`src/rtl/ntt_seq_ctrl.sv`:
```
// Sequencer in front of the NTTN core: host stream -> NTTN load/start pins -> result re-stream.
// Optional done watchdog is built when NTT_TIMEOUT_EN is defined.
//
// state      | meaning
// IDLE       | waiting for tw_req or a transform request
// LDW_PULSE  | ntt_load_w high for one cycle once the first word is valid
// LDW_STREAM | twiddle tables + params forwarded to ntt_din
// LDD_PULSE  | ntt_load_data high for one cycle once the first word is valid
// LDD_STREAM | coefficients forwarded to ntt_din
// GAP        | idle cycles before the start pulse
// START      | ntt_start or ntt_start_intt for one cycle
// WAIT_DONE  | waiting for ntt_done
// DRAIN      | re-streaming ntt_dout as out_data
module ntt_seq_ctrl #(
  parameter int DATA_SIZE  = 64,
  parameter int RING_DEPTH = 12,
  parameter int PE_DEPTH   = 3,
  parameter int GAP_CYC    = 5
`ifdef NTT_TIMEOUT_EN
  , parameter int TIMEOUT_CYC = 1 << 20
`endif
) (
  input  logic                 clk,
  input  logic                 reset,
  input  logic                 tw_req,
  input  logic                 op_valid,
  input  logic                 op_intt,
  output logic                 op_ready,
  input  logic                 in_valid,
  input  logic [DATA_SIZE-1:0] in_data,
  output logic                 in_ready,
  output logic                 out_valid,
  output logic [DATA_SIZE-1:0] out_data,
  output logic                 out_last,
  output logic                 ntt_load_w,
  output logic                 ntt_load_data,
  output logic                 ntt_start,
  output logic                 ntt_start_intt,
  output logic [DATA_SIZE-1:0] ntt_din,
  input  logic                 ntt_done,
  input  logic [DATA_SIZE-1:0] ntt_dout,
  output logic                 busy,
  output logic                 tw_loaded,
  output logic                 err
);

  localparam int RING_SIZE = 1 << RING_DEPTH;
  localparam int TW_WORDS  = ((1 << (RING_DEPTH - PE_DEPTH)) - 1 + PE_DEPTH) << PE_DEPTH;
  localparam int LDW_N     = 2 * TW_WORDS + 2;
  localparam int MAX_N     = (LDW_N > RING_SIZE) ? LDW_N : RING_SIZE;
  localparam int CNT_W     = $clog2(MAX_N);
  localparam int GAP_W     = (GAP_CYC > 2) ? $clog2(GAP_CYC) : 1;
  localparam logic [CNT_W-1:0] LDW_LAST = CNT_W'(LDW_N - 1);
  localparam logic [CNT_W-1:0] LDD_LAST = CNT_W'(RING_SIZE - 1);
  localparam logic [GAP_W-1:0] GAP_LOAD = GAP_W'(GAP_CYC - 1);

  typedef enum logic [3:0] {
    IDLE, LDW_PULSE, LDW_STREAM, LDD_PULSE, LDD_STREAM, GAP, START, WAIT_DONE, DRAIN
  } state_t;

  state_t                 state_q, state_d;
  logic [CNT_W-1:0]       cnt_q, cnt_d;
  logic [GAP_W-1:0]       gap_q, gap_d;
  logic                   intt_q, intt_d;
  logic                   tw_loaded_q, tw_loaded_d;
  logic                   err_q, err_d;
  logic                   out_valid_q, out_valid_d;
  logic                   out_last_q, out_last_d;
  logic [DATA_SIZE-1:0]   out_data_q, out_data_d;
`ifdef NTT_TIMEOUT_EN
  localparam int WD_W = (TIMEOUT_CYC > 2) ? $clog2(TIMEOUT_CYC) : 1;
  localparam logic [WD_W-1:0] WD_LOAD = WD_W'(TIMEOUT_CYC - 1);
  logic [WD_W-1:0]        wd_q, wd_d;
`endif

  always_comb begin
    state_d        = state_q;
    cnt_d          = cnt_q;
    gap_d          = gap_q;
    intt_d         = intt_q;
    tw_loaded_d    = tw_loaded_q;
    err_d          = err_q;
    out_valid_d    = 1'b0;
    out_last_d     = 1'b0;
    out_data_d     = out_data_q;
`ifdef NTT_TIMEOUT_EN
    wd_d           = wd_q;
`endif
    op_ready       = 1'b0;
    in_ready       = 1'b0;
    ntt_load_w     = 1'b0;
    ntt_load_data  = 1'b0;
    ntt_start      = 1'b0;
    ntt_start_intt = 1'b0;
    ntt_din        = '0;

    case (state_q)
      IDLE: begin
        op_ready = tw_loaded_q & ~tw_req;
        if (tw_req) begin
          // tables are being overwritten, so they stay invalid until the reload completes
          state_d     = LDW_PULSE;
          err_d       = 1'b0;
          tw_loaded_d = 1'b0;
        end else if (op_valid && tw_loaded_q) begin
          intt_d  = op_intt;
          state_d = LDD_PULSE;
        end
      end
      LDW_PULSE: begin
        if (in_valid) begin
          ntt_load_w = 1'b1;
          cnt_d      = '0;
          state_d    = LDW_STREAM;
        end
      end
      LDW_STREAM: begin
        in_ready = 1'b1;
        ntt_din  = in_data;
        if (!in_valid) begin
          err_d       = 1'b1;
          tw_loaded_d = 1'b0;
          state_d     = IDLE;
        end else if (cnt_q == LDW_LAST) begin
          tw_loaded_d = 1'b1;
          state_d     = IDLE;
        end else begin
          cnt_d = cnt_q + 1'b1;
        end
      end
      LDD_PULSE: begin
        if (in_valid) begin
          ntt_load_data = 1'b1;
          cnt_d         = '0;
          state_d       = LDD_STREAM;
        end
      end
      LDD_STREAM: begin
        in_ready = 1'b1;
        ntt_din  = in_data;
        if (!in_valid) begin
          err_d       = 1'b1;
          tw_loaded_d = 1'b0;
          state_d     = IDLE;
        end else if (cnt_q == LDD_LAST) begin
          gap_d   = GAP_LOAD;
          state_d = GAP;
        end else begin
          cnt_d = cnt_q + 1'b1;
        end
      end
      GAP: begin
        if (gap_q == '0) state_d = START;
        else             gap_d   = gap_q - 1'b1;
      end
      START: begin
        ntt_start      = ~intt_q;
        ntt_start_intt = intt_q;
        state_d        = WAIT_DONE;
`ifdef NTT_TIMEOUT_EN
        wd_d           = WD_LOAD;
`endif
      end
      WAIT_DONE: begin
        if (ntt_done) begin
          cnt_d   = '0;
          state_d = DRAIN;
        end
`ifdef NTT_TIMEOUT_EN
        else if (wd_q == '0) begin
          err_d   = 1'b1;
          state_d = IDLE;
        end else begin
          wd_d = wd_q - 1'b1;
        end
`endif
      end
      DRAIN: begin
        // one extra cycle so busy covers the cycle that presents out_last
        if (out_last_q) begin
          state_d = IDLE;
        end else begin
          out_valid_d = 1'b1;
          out_data_d  = ntt_dout;
          out_last_d  = (cnt_q == LDD_LAST);
          if (cnt_q != LDD_LAST) cnt_d = cnt_q + 1'b1;
        end
      end
      default: state_d = IDLE;
    endcase
  end

  always_ff @(posedge clk or negedge reset) begin
    if (!reset) begin
      state_q     <= IDLE;
      cnt_q       <= '0;
      gap_q       <= '0;
      intt_q      <= 1'b0;
      tw_loaded_q <= 1'b0;
      err_q       <= 1'b0;
      out_valid_q <= 1'b0;
      out_last_q  <= 1'b0;
      out_data_q  <= '0;
`ifdef NTT_TIMEOUT_EN
      wd_q        <= '0;
`endif
    end else begin
      state_q     <= state_d;
      cnt_q       <= cnt_d;
      gap_q       <= gap_d;
      intt_q      <= intt_d;
      tw_loaded_q <= tw_loaded_d;
      err_q       <= err_d;
      out_valid_q <= out_valid_d;
      out_last_q  <= out_last_d;
      out_data_q  <= out_data_d;
`ifdef NTT_TIMEOUT_EN
      wd_q        <= wd_d;
`endif
    end
  end

  assign busy      = (state_q != IDLE);
  assign tw_loaded = tw_loaded_q;
  assign err       = err_q;
  assign out_valid = out_valid_q;
  assign out_last  = out_last_q;
  assign out_data  = out_data_q;

endmodule

```
`config.mk`:
```
export PLATFORM = sky130hd
export DESIGN_NAME = ntt_seq_ctrl
export DESIGN_NICKNAME = d
export VERILOG_FILES = /design/src/rtl/ntt_seq_ctrl.sv
export SDC_FILE = /design/constraint.sdc
export NUM_CORES = 1
export LEC_CHECK = 0
export ABC_AREA = 1
export ABC_CLOCK_PERIOD_IN_PS = 1900
export BUFFER_PORTS_ARGS = -buffer_cell sky130_fd_sc_hd__buf_2
export CORE_MARGIN = 2
export CORE_UTILIZATION = 30
export DETAILED_ROUTE_END_ITERATION = 7
export HOLD_SLACK_MARGIN = 0.1
export PLACE_DENSITY_LB_ADDON = 0.15
export SYNTH_ARGS = -nofsm -noshare
export SYNTH_HDL_FRONTEND = slang
export SYNTH_SLANG_ARGS = --single-unit
```
`constraint.sdc`:
```
create_clock -name clk -period 1.9 [get_ports clk]
set_input_delay 0.38 -clock clk [delete_from_list [all_inputs] [get_ports clk]]
set_output_delay 0.38 -clock clk [all_outputs]
set_load 0.05 [all_outputs]
```
==> results of run 1 <==
-- registers in the layout, indices dropped and copies added, names as in the netlist --
name and count:
state_q 4, out_last 1, intt_q 1, cnt_q 14, err 1, out_valid 1
gap_q 3, out_data 64, tw_loaded 1
-- final timing paths --
check / endpoint / slack (ps) / cells past startpoint
setup reg to reg: state_q[0]$_DFFE_PN0P_ / 130 / 8
setup / recovery: ntt_din[58] / -120 / 7
hold reg to reg: out_data[30]$_DFFE_PN0P_ / 470 / 2
min in group asynchronous: out_data[49]$_DFFE_PN0P_ / 530 / 2
max in group asynchronous: out_data[45]$_DFFE_PN0P_ / 740 / 3
hold / removal: out_data[20]$_DFFE_PN0P_ / 230 / 3
-- worst register-to-register path, stage by stage, from the launching register on --
cell and delay (ps):
dfrtp_1 400, ha_1 180, nand2_1 80, nor2_2 170
nand4_1 250, nand2_1 120, nand2_1 140, o21ai_0 230
nand2_1 90
-- cells in the mapped netlist, types with 2 or more instances --
cell      count
clkbuf_1      2
inv_1        94
nor2_4        5
nor2_2        3
o21ai_0       5
nor3_1        6
buf_4         6
nand3_4       2
inv_2         4
nand3_1      19
nand2_2      12
buf_2        15
dfrtp_1      90
o21bai_1      2
nor2_1      112
nand2_1     285
ha_1          4
nand3b_1      2
nand4_1       9
xor2_1        6
-- timing repair --
action,4_1_cts,5_1_grt
resized for setup,159,45
hold buffers,1,0
endpoints found under the setup margin,70,79
pin swaps,10,10
hold endpoints to repair,29,0
setup buffers,5,9
cloned,1,2
-- cell type report --
cell class / instances / area, µm²
fill: 1444 / 7580
multi-input combinational: 480 / 2660
timing repair buffer: 313 / 2350
sequential: 90 / 2260
inverter: 98 / 380
tap: 216 / 270
clock buffer: 11 / 253
clock inverter: 5 / 60.1
timing repair inverter: 1 / 16.3
-- power by group through the flow --
stage	logic [mW]	clock network, mW	registers (mW)
floorplan	4.75	0	5.48
global placement	9.10	0	3.18
detailed placement	9.14	0	3.15
CTS	10.0	1.91	3.17
global route	11.2	2.01	3.27
finish	10.5	1.87	3.17
-- stage by stage --
step / hold WS (ps) / utilization (%) / cell area (µm²) / total power, mW / std cells
global route: 224 / 52.1 / 8250 / 16.5 / 1214
CTS: 219 / 50.3 / 7970 / 15.1 / 1203
global placement: 373 / 44.8 / 7100 / 12.3 / 1180
detailed placement: 370 / 44.8 / 7100 / 12.3 / 1180
finish: 227 / 52.1 / 8250 / 15.6 / 1214
floorplan: 84.4 / - / 5370 / 10.2 / 691
-- logic make-up after synthesis --
group | synth area share [%]
AO/OA/AOI/OAI | 1.32
XOR/XNOR | 1.27
adder cells (fa/ha/maj) | 1.04
buffers and inverters | 10.7
flip-flops | 46.6
AND/OR/NAND/NOR | 39.1
-- layer usage --
metal	vias up	GRT usage (%)	wire, µm
li1	2639	-	-
met1	2285	21.5	6450
met2	218	29.6	7500
met3	17	5.17	1370
met4	0	4.76	195
met5	-	0	0
==> impl_metrics.py, run 1 <==
metrics = {
    "outcome": {
        "status": "finished with violations",
        "violations": "setup timing",
    },
    "logic_synthesis": {
        "ys_types": 28,
        "synth_area_leader_cell": "dfrtp_1",
        "ys_seq_area_share_pct": 46.6,
        "synthTopCellsByArea": "dfrtp_1, nand2_1, nor2_1",
        "synth-edff-count": 0,
        "async_flop_share_pct": 100,
        "synth_ff_type": "dfrtp_1",
        "yosysTopAreaCellShare_pct": 46.6,
        "avgSynthCellArea_um2": 6.99,
        "synth_cells": 691,
        "ys_ff_latch": 90,
        "syn_nets": 830,
        "synth_area_um2": 4830,
        "yosys_warnings": 0,
    },
    "power": {
        "p_leak_nw": 4.37,
        "switching_share_pct": 54.2,
        "power_density_nw_per_um2": 1890,
        "pwr-share-comb_pct": 67.7,
        "ir_worst_vdd_mv": 1.08,
        "switchingPower_mw": 8.45,
        "p_seq_share_pct": 20.3,
        "p_int_mw": 7.13,
        "clockPowerShare_pct": 12.0,
    },
    "cts": {
        "clockRootBuffer": "clkbuf_16",
        "cts_sinks": 90,
        "h-tree-depth": 3,
        "clk_pin_slew_ps": 70,
        "ctsLongestPathBuffers": 2,
        "clk_latency_ps": 340,
        "cts_tree": "done",
        "cts_made_buffers": 9,
    },
    "sta": {
        "max_clock_freq_mhz": 494,
        "max-slew-margin-rel_pct": 60.6,
        "maxSlewViolCount": 0,
        "rsz0062_at_grt": "yes",
        "worst_pin_slew_ps": 592,
        "finalWorstSetupSlack_ps": -124,
        "finalSetupTns_ps": -6090,
        "skew_ps": 7.37,
        "hold_violations": 0,
        "setup_viol": 67,
        "finalCritPeriodShare_pct": 107,
        "fin_crit_ps": 2020,
    },
    "worst_setup_path": {
        "critPathBufInv": 3,
        "path_common_cell": "nor2_4",
        "arrival_ps": 1640,
        "worstPathCellList": "nor2_4, nand3_4, nand2_8, inv_12, buf_12, nor2_4, buf_6",
        "crit_path_max_incr_delay_ps": 440,
        "path_class": "register to output port",
        "crit_path_start": "state_q[2]$_DFFE_PN0P_",
        "path_delay_family": "simple AND/OR/NAND/NOR gates",
        "worstPathRequired_ps": 1520,
        "reg2reg_from": "cnt_q[0]$_DFFE_PN0P_",
        "worstPathMaxFanout": 10,
        "end_kind": "output port",
        "start_kind": "register",
        "cp_slowest_cell": "dfrtp_2",
    },
    "die": {
        "die-area_um2": 17100,
        "core-area_um2": 15800,
        "die_h_um": 131,
        "io_pins": 274,
        "die_x_um": 131,
        "start_util_pct": 30.5,
        "std_cell_rows": 46,
    },
    "final_layout": {
        "diodes": 0,
        "drive_gt1_share_pct": 44.5,
        "layout_common_cells": "nand2_1, buf_2, inv_1",
        "syn_to_final_growth_pct": 70.7,
        "final_common_cell": "nand2_1",
        "nNetsFinal": 1132,
    },
    "drt": {
        "routed_wl_um": 15500,
        "wl_per_cell_um": 12.8,
        "vias": 5159,
        "drc": 0,
        "drt_iter0_drc": 183,
        "viasPerCell": 4.25,
        "first_pass_iters": 4,
        "antenna_left": 0,
    },
    "grt": {
        "grt_pass1_wl_um": 23500,
        "grt_overflow": 0,
        "grt_max_degree": 55,
        "antenna_found_initial": 0,
        "grt_use_total_pct": 17.4,
        "grt_pass1_vias": 4843,
    },
    "placement": {
        "port_buffers": 273,
        "gp_congestion": 0.820,
        "hpwl_um": 11100,
        "pre_cts_ws_ps": 61.2,
    },
    "job": {
        "cap_violations": 0,
    },
    "hold_path": {
        "holdCritStartpoint": "ntt_dout[20]",
        "hp-class": "input port to register",
    },
}
Note: power is estimated with default switching activity, not from simulation.
==> run 2, diff against run 1 <==
--- a/config.mk
+++ b/config.mk
@@ -11,8 +11,10 @@
 export CORE_MARGIN = 2
 export CORE_UTILIZATION = 30
 export DETAILED_ROUTE_END_ITERATION = 7
+export GPL_TIMING_DRIVEN = 0
 export HOLD_SLACK_MARGIN = 0.1
-export PLACE_DENSITY_LB_ADDON = 0.15
+export PLACE_DENSITY = 0.59
+export SETUP_SLACK_MARGIN = 0.3
 export SYNTH_ARGS = -nofsm -noshare
 export SYNTH_HDL_FRONTEND = slang
 export SYNTH_SLANG_ARGS = --single-unit
==> run 2 against run 1 <==
Against the previous run:
- the run still ends with setup timing left
- non-clock buffer count increased by 37
- via count increased by 3.9%
- die area unchanged
- first-iteration DRC count decreased by 0.55%
- sequential power about the same
- sequential share of layout area decreased by 2.0 points
- global-route usage increased by 2.3 points
- total power increased by 5.7%
- largest cell class is now buffers
- highest routed layer unchanged
==> impl_metrics.py, run 2 (synthesis results as in run 1) <==
metrics = {
    "outcome": {
        "status": "finished with violations",
        "violations": "setup timing",
    },
    "worst_setup_path": {
        "worstPathCellList": "nor2_4, nand2_4, nand2_4, inv_6, buf_12, buf_12, nor2_4, buf_6",
        "reg2reg_from": "state_q[1]$_DFFE_PN0P_",
        "rr_worst_depth": 11,
        "crit_path_max_incr_delay_ps": 470,
        "worstPathMaxFanout": 10,
        "worstPathRequired_ps": 1520,
        "r2r_end": "out_data[21]$_DFFE_PN0P_",
        "arrival_ps": 1790,
        "path_delay_family": "buffers and inverters",
        "critPathBufInv": 4,
        "rrSetupSlack_ps": -80,
        "cp_slowest_cell": "dfrtp_2",
        "end_kind": "output port",
        "start_kind": "register",
        "path_class": "register to output port",
        "crit_path_start": "state_q[1]$_DFFE_PN0P_",
    },
    "placement": {
        "dp_cells": 1181,
        "placed_area_um2": 7060,
        "port_buffers": 273,
        "hpwl_um": 11700,
        "gp_congestion": 0.844,
    },
    "grt": {
        "antenna_found_initial": 0,
        "grt_overflow": 0,
        "grt_pass1_wl_um": 26100,
        "grt_use_total_pct": 19.7,
        "grt_pass1_vias": 5399,
        "grt_max_degree": 65,
    },
    "power": {
        "switchingPower_mw": 8.76,
        "ir_worst_vdd_mv": 1.08,
        "power_mw": 16.5,
        "clockPowerShare_pct": 11.2,
        "power_density_nw_per_um2": 1840,
        "p_leak_nw": 4.68,
        "switching_share_pct": 53.2,
        "p_int_mw": 7.71,
        "p_seq_share_pct": 19.3,
        "pwr-share-comb_pct": 69.5,
    },
    "hold_path": {
        "hp-class": "input port to register",
        "min_path_cells": 3,
        "holdCritStartpoint": "ntt_dout[42]",
        "min_to": "out_data[42]$_DFFE_PN0P_",
    },
    "sta": {
        "setup_viol": 95,
        "finalWorstSetupSlack_ps": -275,
        "max_clock_freq_mhz": 460,
        "skew_ps": 6.68,
        "hold_violations": 0,
        "whs_ps": 226,
        "finalCritPeriodShare_pct": 114,
        "maxSlewViolCount": 0,
        "rsz0062_at_grt": "yes",
        "max-slew-margin-rel_pct": 72.4,
        "worst_pin_slew_ps": 415,
        "finalSetupTns_ps": -15960,
        "fin_crit_ps": 2170,
    },
    "cts": {
        "h-tree-depth": 3,
        "clockRootBuffer": "clkbuf_16",
        "ctsLongestPathBuffers": 2,
        "cts_made_buffers": 9,
        "cts_tree": "done",
        "clk_latency_ps": 340,
        "cts_sinks": 90,
        "clk_pin_slew_ps": 70,
    },
    "final_layout": {
        "final_common_cell": "nand2_1",
        "syn_to_final_growth_pct": 84.8,
        "drive_gt1_share_pct": 48.1,
        "final_cells": 1249,
        "nNetsFinal": 1167,
        "largest_reg_flops": 64,
        "diodes": 0,
        "n_fill_cell": 1389,
        "layout_common_cells": "nand2_1, buf_2, inv_1",
        "fin_area_um2": 8930,
    },
    "drt": {
        "routed_wl_um": 17500,
        "wl_met1_um": 6790,
        "met2_length_um": 8870,
        "antenna_left": 0,
        "viasPerCell": 4.29,
        "drt_iter0_drc": 182,
        "wl_per_cell_um": 14.0,
        "first_pass_iters": 4,
        "vias": 5360,
        "drc": 0,
        "top_layer": "met4",
        "routed-wl-met3_um": 1510,
    },
    "die": {
        "io_pins": 274,
        "die-area_um2": 17100,
        "die_h_um": 131,
        "start_util_pct": 30.5,
        "std_cell_rows": 46,
        "core-area_um2": 15800,
        "die_x_um": 131,
    },
    "job": {
        "cap_violations": 0,
    },
}
[run 2: changes by cell type in the layout (fill, tap and decap cells not counted), moves of 4 or more]
cell | before | now
nand2_2 | 13 | 18
nand2_1 | 282 | 272
dfrtp_1 | 86 | 82
buf_8 | 23 | 39
dfrtp_2 | 4 | 8
buf_6 | 49 | 56
nand2_4 | 2 | 8
buf_16 | 1 | 7
nor2_4 | 73 | 77
[run 2: worst register-to-register path: cells and delay by family, from the launching register on]
kind,cells,cell delay [ps]
buffers and inverters,7,1060
flip-flops,1,470
AND/OR/NAND/NOR,4,390
[run 2: metal layers]
layer | track usage, % | vias to the layer above
li1 | - | 2713
met1 | 22.1 | 2376
met2 | 36.4 | 247
met3 | 5.50 | 24
met4 | 6.01 | 0
met5 | 0 | -
[run 2: power by group through the flow]
| stage | combinational [mW] | clock (mW) | sequential, mW |
|---|---|---|---|
| after CTS | 10.9 | 1.90 | 3.17 |
| after global placement | 8.95 | 0 | 3.19 |
| after detailed placement | 9.04 | 0 | 3.16 |
| after floorplan | 4.76 | 0 | 5.48 |
| final | 11.4 | 1.84 | 3.18 |
| after global routing | 12.1 | 1.99 | 3.28 |
[run 2: worst max-delay path by stage]
| stage | cells after the start | end | slack, ps |
|---|---|---|---|
| floorplan | 6 | ntt_din[35] | -250 |
| global placement | 1 | state_q[3]$_DFFE_PN0P_ | -720 |
| detailed placement | 7 | ntt_din[50] | -160 |
| CTS | 8 | ntt_din[32] | -280 |
| global route | 8 | ntt_din[10] | -350 |
| finish | 8 | ntt_din[10] | -270 |
[run 2: area by class of cell]
type | count | area, µm² | share of cell area [%]
sequential | 90 | 2260 | 25.3
tap | 216 | 270 | 3.03
timing repair buffer | 326 | 2590 | 29.0
multi-input combinational | 479 | 2740 | 30.6
inverter | 98 | 375 | 4.20
clock buffer | 10 | 229 | 2.56
clock inverter | 6 | 72.6 | 0.813
buffer | 24 | 392 | 4.39
[run 2: through the flow]
step                util [%]  setup WS [ps]
finish                  56.4           -275
global route            56.4           -346
CTS                     53.8           -282
detailed placement      44.6           -157
global placement        44.4           -724
floorplan                  -           -248
[run 2: timing repair]
item | 4_1_cts | 5_1_grt
endpoints found under the setup margin | 144 | 160
pin swaps | 23 | 20
setup buffers | 32 | 10
gates resized for setup | 209 | 83
gates cloned | 8 | 1
endpoints found under the hold margin | 26 | 0
hold buffers | 1 | 0
==> run 3, diff against run 2 <==
--- a/config.mk
+++ b/config.mk
@@ -5,15 +5,14 @@
 export SDC_FILE = /design/constraint.sdc
 export NUM_CORES = 1
 export LEC_CHECK = 0
-export ABC_AREA = 1
-export ABC_CLOCK_PERIOD_IN_PS = 1900
+export ABC_CLOCK_PERIOD_IN_PS = 2400
 export BUFFER_PORTS_ARGS = -buffer_cell sky130_fd_sc_hd__buf_2
 export CORE_MARGIN = 2
 export CORE_UTILIZATION = 30
 export DETAILED_ROUTE_END_ITERATION = 7
 export GPL_TIMING_DRIVEN = 0
 export HOLD_SLACK_MARGIN = 0.1
-export PLACE_DENSITY = 0.59
+export PLACE_DENSITY = 0.6
 export SETUP_SLACK_MARGIN = 0.3
 export SYNTH_ARGS = -nofsm -noshare
 export SYNTH_HDL_FRONTEND = slang
==> constraint.sdc (replaced) <==
create_clock -name clk -period 2.4 [get_ports clk]
set_input_delay 0.48 -clock clk [delete_from_list [all_inputs] [get_ports clk]]
set_output_delay 0.48 -clock clk [all_outputs]
set_load 0.05 [all_outputs]
==> run 3 against run 2 <==
Against the previous run:
- critical path depth down 3
- die area down 6.5%
- core utilization down 2.3 points
- hold slack worse by 84 ps
- critical endpoint is now op_ready
- via count down 19%
- largest power group unchanged
- clock skew up 2.1 ps
- area after synthesis down 6.7%
- worst setup slack better by 330 ps
- non-clock buffer count down 20
- register-to-register slack better by 230 ps
- the flow now finishes without violations
==> impl_metrics.py, run 3 <==
metrics = {
    "worst_setup_path": {
        "critPathBufInv": 2,
        "path_class": "register to output port",
        "worstPathCellList": "buf_6, or4_4, nor2_4, and2_4, buf_8",
        "end_kind": "output port",
        "crit_path_max_incr_delay_ps": 500,
        "start_kind": "register",
        "cp_slowest_cell": "or4_4",
        "arrival_ps": 1870,
        "path_delay_family": "simple AND/OR/NAND/NOR gates",
        "worstPathMaxFanout": 10,
        "worstPathRequired_ps": 1920,
    },
    "placement": {
        "pre_cts_ws_ps": -344,
        "port_buffers": 273,
        "gp_congestion": 0.968,
        "placed_area_um2": 6210,
        "hpwl_um": 11400,
    },
    "sta": {
        "worst_pin_slew_ps": 614,
        "hold_violations": 0,
        "finalWorstSetupSlack_ps": 51.7,
        "rsz0062_at_grt": "yes",
        "maxSlewViolCount": 0,
        "finalSetupTns_ps": 0,
        "setup_viol": 0,
        "fin_crit_ps": 2350,
        "max-slew-margin-rel_pct": 59.1,
        "skew_ps": 8.78,
        "finalCritPeriodShare_pct": 97.8,
        "max_clock_freq_mhz": 426,
    },
    "drt": {
        "wl_met1_um": 6630,
        "first_pass_iters": 4,
        "routed_wl_um": 16000,
        "vias": 4333,
        "antenna_left": 0,
        "viasPerCell": 4.79,
        "drt_iter0_drc": 201,
        "met2_length_um": 8010,
        "wl_per_cell_um": 17.7,
        "routed-wl-met3_um": 1020,
        "top_layer": "met4",
        "drc": 0,
    },
    "logic_synthesis": {
        "ys_seq_area_share_pct": 49.9,
        "yosys_warnings": 0,
        "synthTopCellsByArea": "dfrtp_1, mux2_2, and2_1",
        "synth_commonest_cells": "dfrtp_1, and2_1, mux2_2",
        "synth_area_um2": 4510,
        "avgSynthCellArea_um2": 11.3,
        "async_flop_share_pct": 100,
        "ys_types": 47,
        "synth_ff_type": "dfrtp_1",
        "synth_area_leader_cell": "dfrtp_1",
        "syn_nets": 537,
        "post-synth-top-count-cell": "dfrtp_1",
        "yosysTopAreaCellShare_pct": 49.9,
        "synth-edff-count": 0,
        "ys_ff_latch": 90,
        "synth_cells": 398,
    },
    "final_layout": {
        "diodes": 0,
        "nNetsFinal": 855,
        "fin_area_um2": 7890,
        "layout_common_cells": "buf_2, dfrtp_1, buf_8",
        "syn_to_final_growth_pct": 75.0,
        "final_common_cell": "buf_2",
        "largest_reg_flops": 64,
        "fin_util_pct": 54.1,
        "drive_gt1_share_pct": 70.5,
    },
    "cts": {
        "clk_latency_ps": 350,
        "postCtsHoldBufs": 0,
        "h-tree-depth": 3,
        "cts_tree": "done",
        "ctsLongestPathBuffers": 2,
        "cts_made_buffers": 9,
        "clk_pin_slew_ps": 70,
        "cts_sinks": 90,
        "clockRootBuffer": "clkbuf_16",
    },
    "die": {
        "die_h_um": 127,
        "die_x_um": 127,
        "core-area_um2": 14600,
        "start_util_pct": 30.9,
        "std_cell_rows": 44,
        "io_pins": 274,
        "die-area_um2": 16000,
    },
    "grt": {
        "grt_pass1_wl_um": 23900,
        "grt_use_total_pct": 18.9,
        "grt_max_degree": 49,
        "grt_pass1_vias": 4384,
        "grt_overflow": 0,
        "antenna_found_initial": 0,
    },
    "power": {
        "ir_worst_vdd_mv": 0.787,
        "p_leak_nw": 4.06,
        "power_density_nw_per_um2": 1610,
    },
    "job": {
        "cap_violations": 0,
    },
    "hold_path": {
        "hp-class": "input port to async pin",
    },
    "outcome": {
        "status": "complete, no violations",
    },
}
run 3: cell count changes after synthesis, sizes merged, moves of 9 or more:
cell	previous run	this run
nand2	298	14
nor2	120	25
inv	98	8
mux2	0	67
and2	0	65
o31ai	0	17
nand3	21	10
buf	22	13
run 3: what timing repair did:
item,in CTS,in global routing
gates cloned,2,6
pin swaps,12,48
setup buffers,21,4
setup endpoints to repair,139,146
resized for setup,219,134
run 3: where the power goes:
group / switching, mW / total (mW) / internal (mW) / leakage [nW]
Combinational: 5.29 / 8.74 / 3.45 / 2.70
Sequential: 0.315 / 2.42 / 2.10 / 1.19
Clock: 0.634 / 1.57 / 0.932 / 0.163
Total: 6.24 / 12.7 / 6.49 / 4.06
run 3: per-layer routing:
metal / up-vias / global-route usage (%)
li1: 2036 / -
met1: 2100 / 24.7
met2: 167 / 31.0
met3: 30 / 3.96
met4: 0 / 6.79
met5: - / 0
run 3: final cells by class:
type / count / area, µm²
Inverter: 8 / 32.5
Tap cell: 184 / 230
Sequential cell: 90 / 2250
Clock inverter: 7 / 106
Fill cell: 1221 / 6700
Multi-Input combinational cell: 277 / 2370
Buffer: 23 / 244
Clock buffer: 9 / 225
Timing Repair Buffer: 307 / 2420
run 3: metrics by stage:
stage                     std cells  hold slack [ps]  power, mW
after detailed placement        856              482       8.94
after CTS                       895              157       11.7
final                           905              142       12.7
after floorplan                 398              184       7.38
after global routing            905              194       13.3
after global placement          855              482       8.87
run 3: cell families (layout without fill, tap and decap cells):
logic type | count (synthesis) | count (layout) | synth area share (%)
xor gates and xnor gates | 2 | 2 | 0.388
AOI/OAI and AO/OA | 52 | 52 | 9.24
DFF | 90 | 90 | 49.9
and+or+nand+nor | 152 | 152 | 19.4
adders and majority gates | 4 | 4 | 1.11
buffers and inverters | 31 | 354 | 3.22
muxes | 67 | 67 | 16.7
run 3: path summary, 6_finish.rpt:
kind	cells past startpoint	start	slack (ps)	end
max	5	state_q[1]$_DFFE_PN0P_	50	op_ready
min	1	reset	140	out_data[45]$_DFFE_PN0P_
max reg2reg	8	state_q[3]$_DFFE_PN0P_	150	out_data[21]$_DFFE_PN0P_
min reg2reg	1	out_data[15]$_DFFE_PN0P_	500	out_data[15]$_DFFE_PN0P_
max in group asynchronous	2	reset	1610	out_data[25]$_DFFE_PN0P_
min in group clk	2	ntt_dout[54]	360	out_data[54]$_DFFE_PN0P_
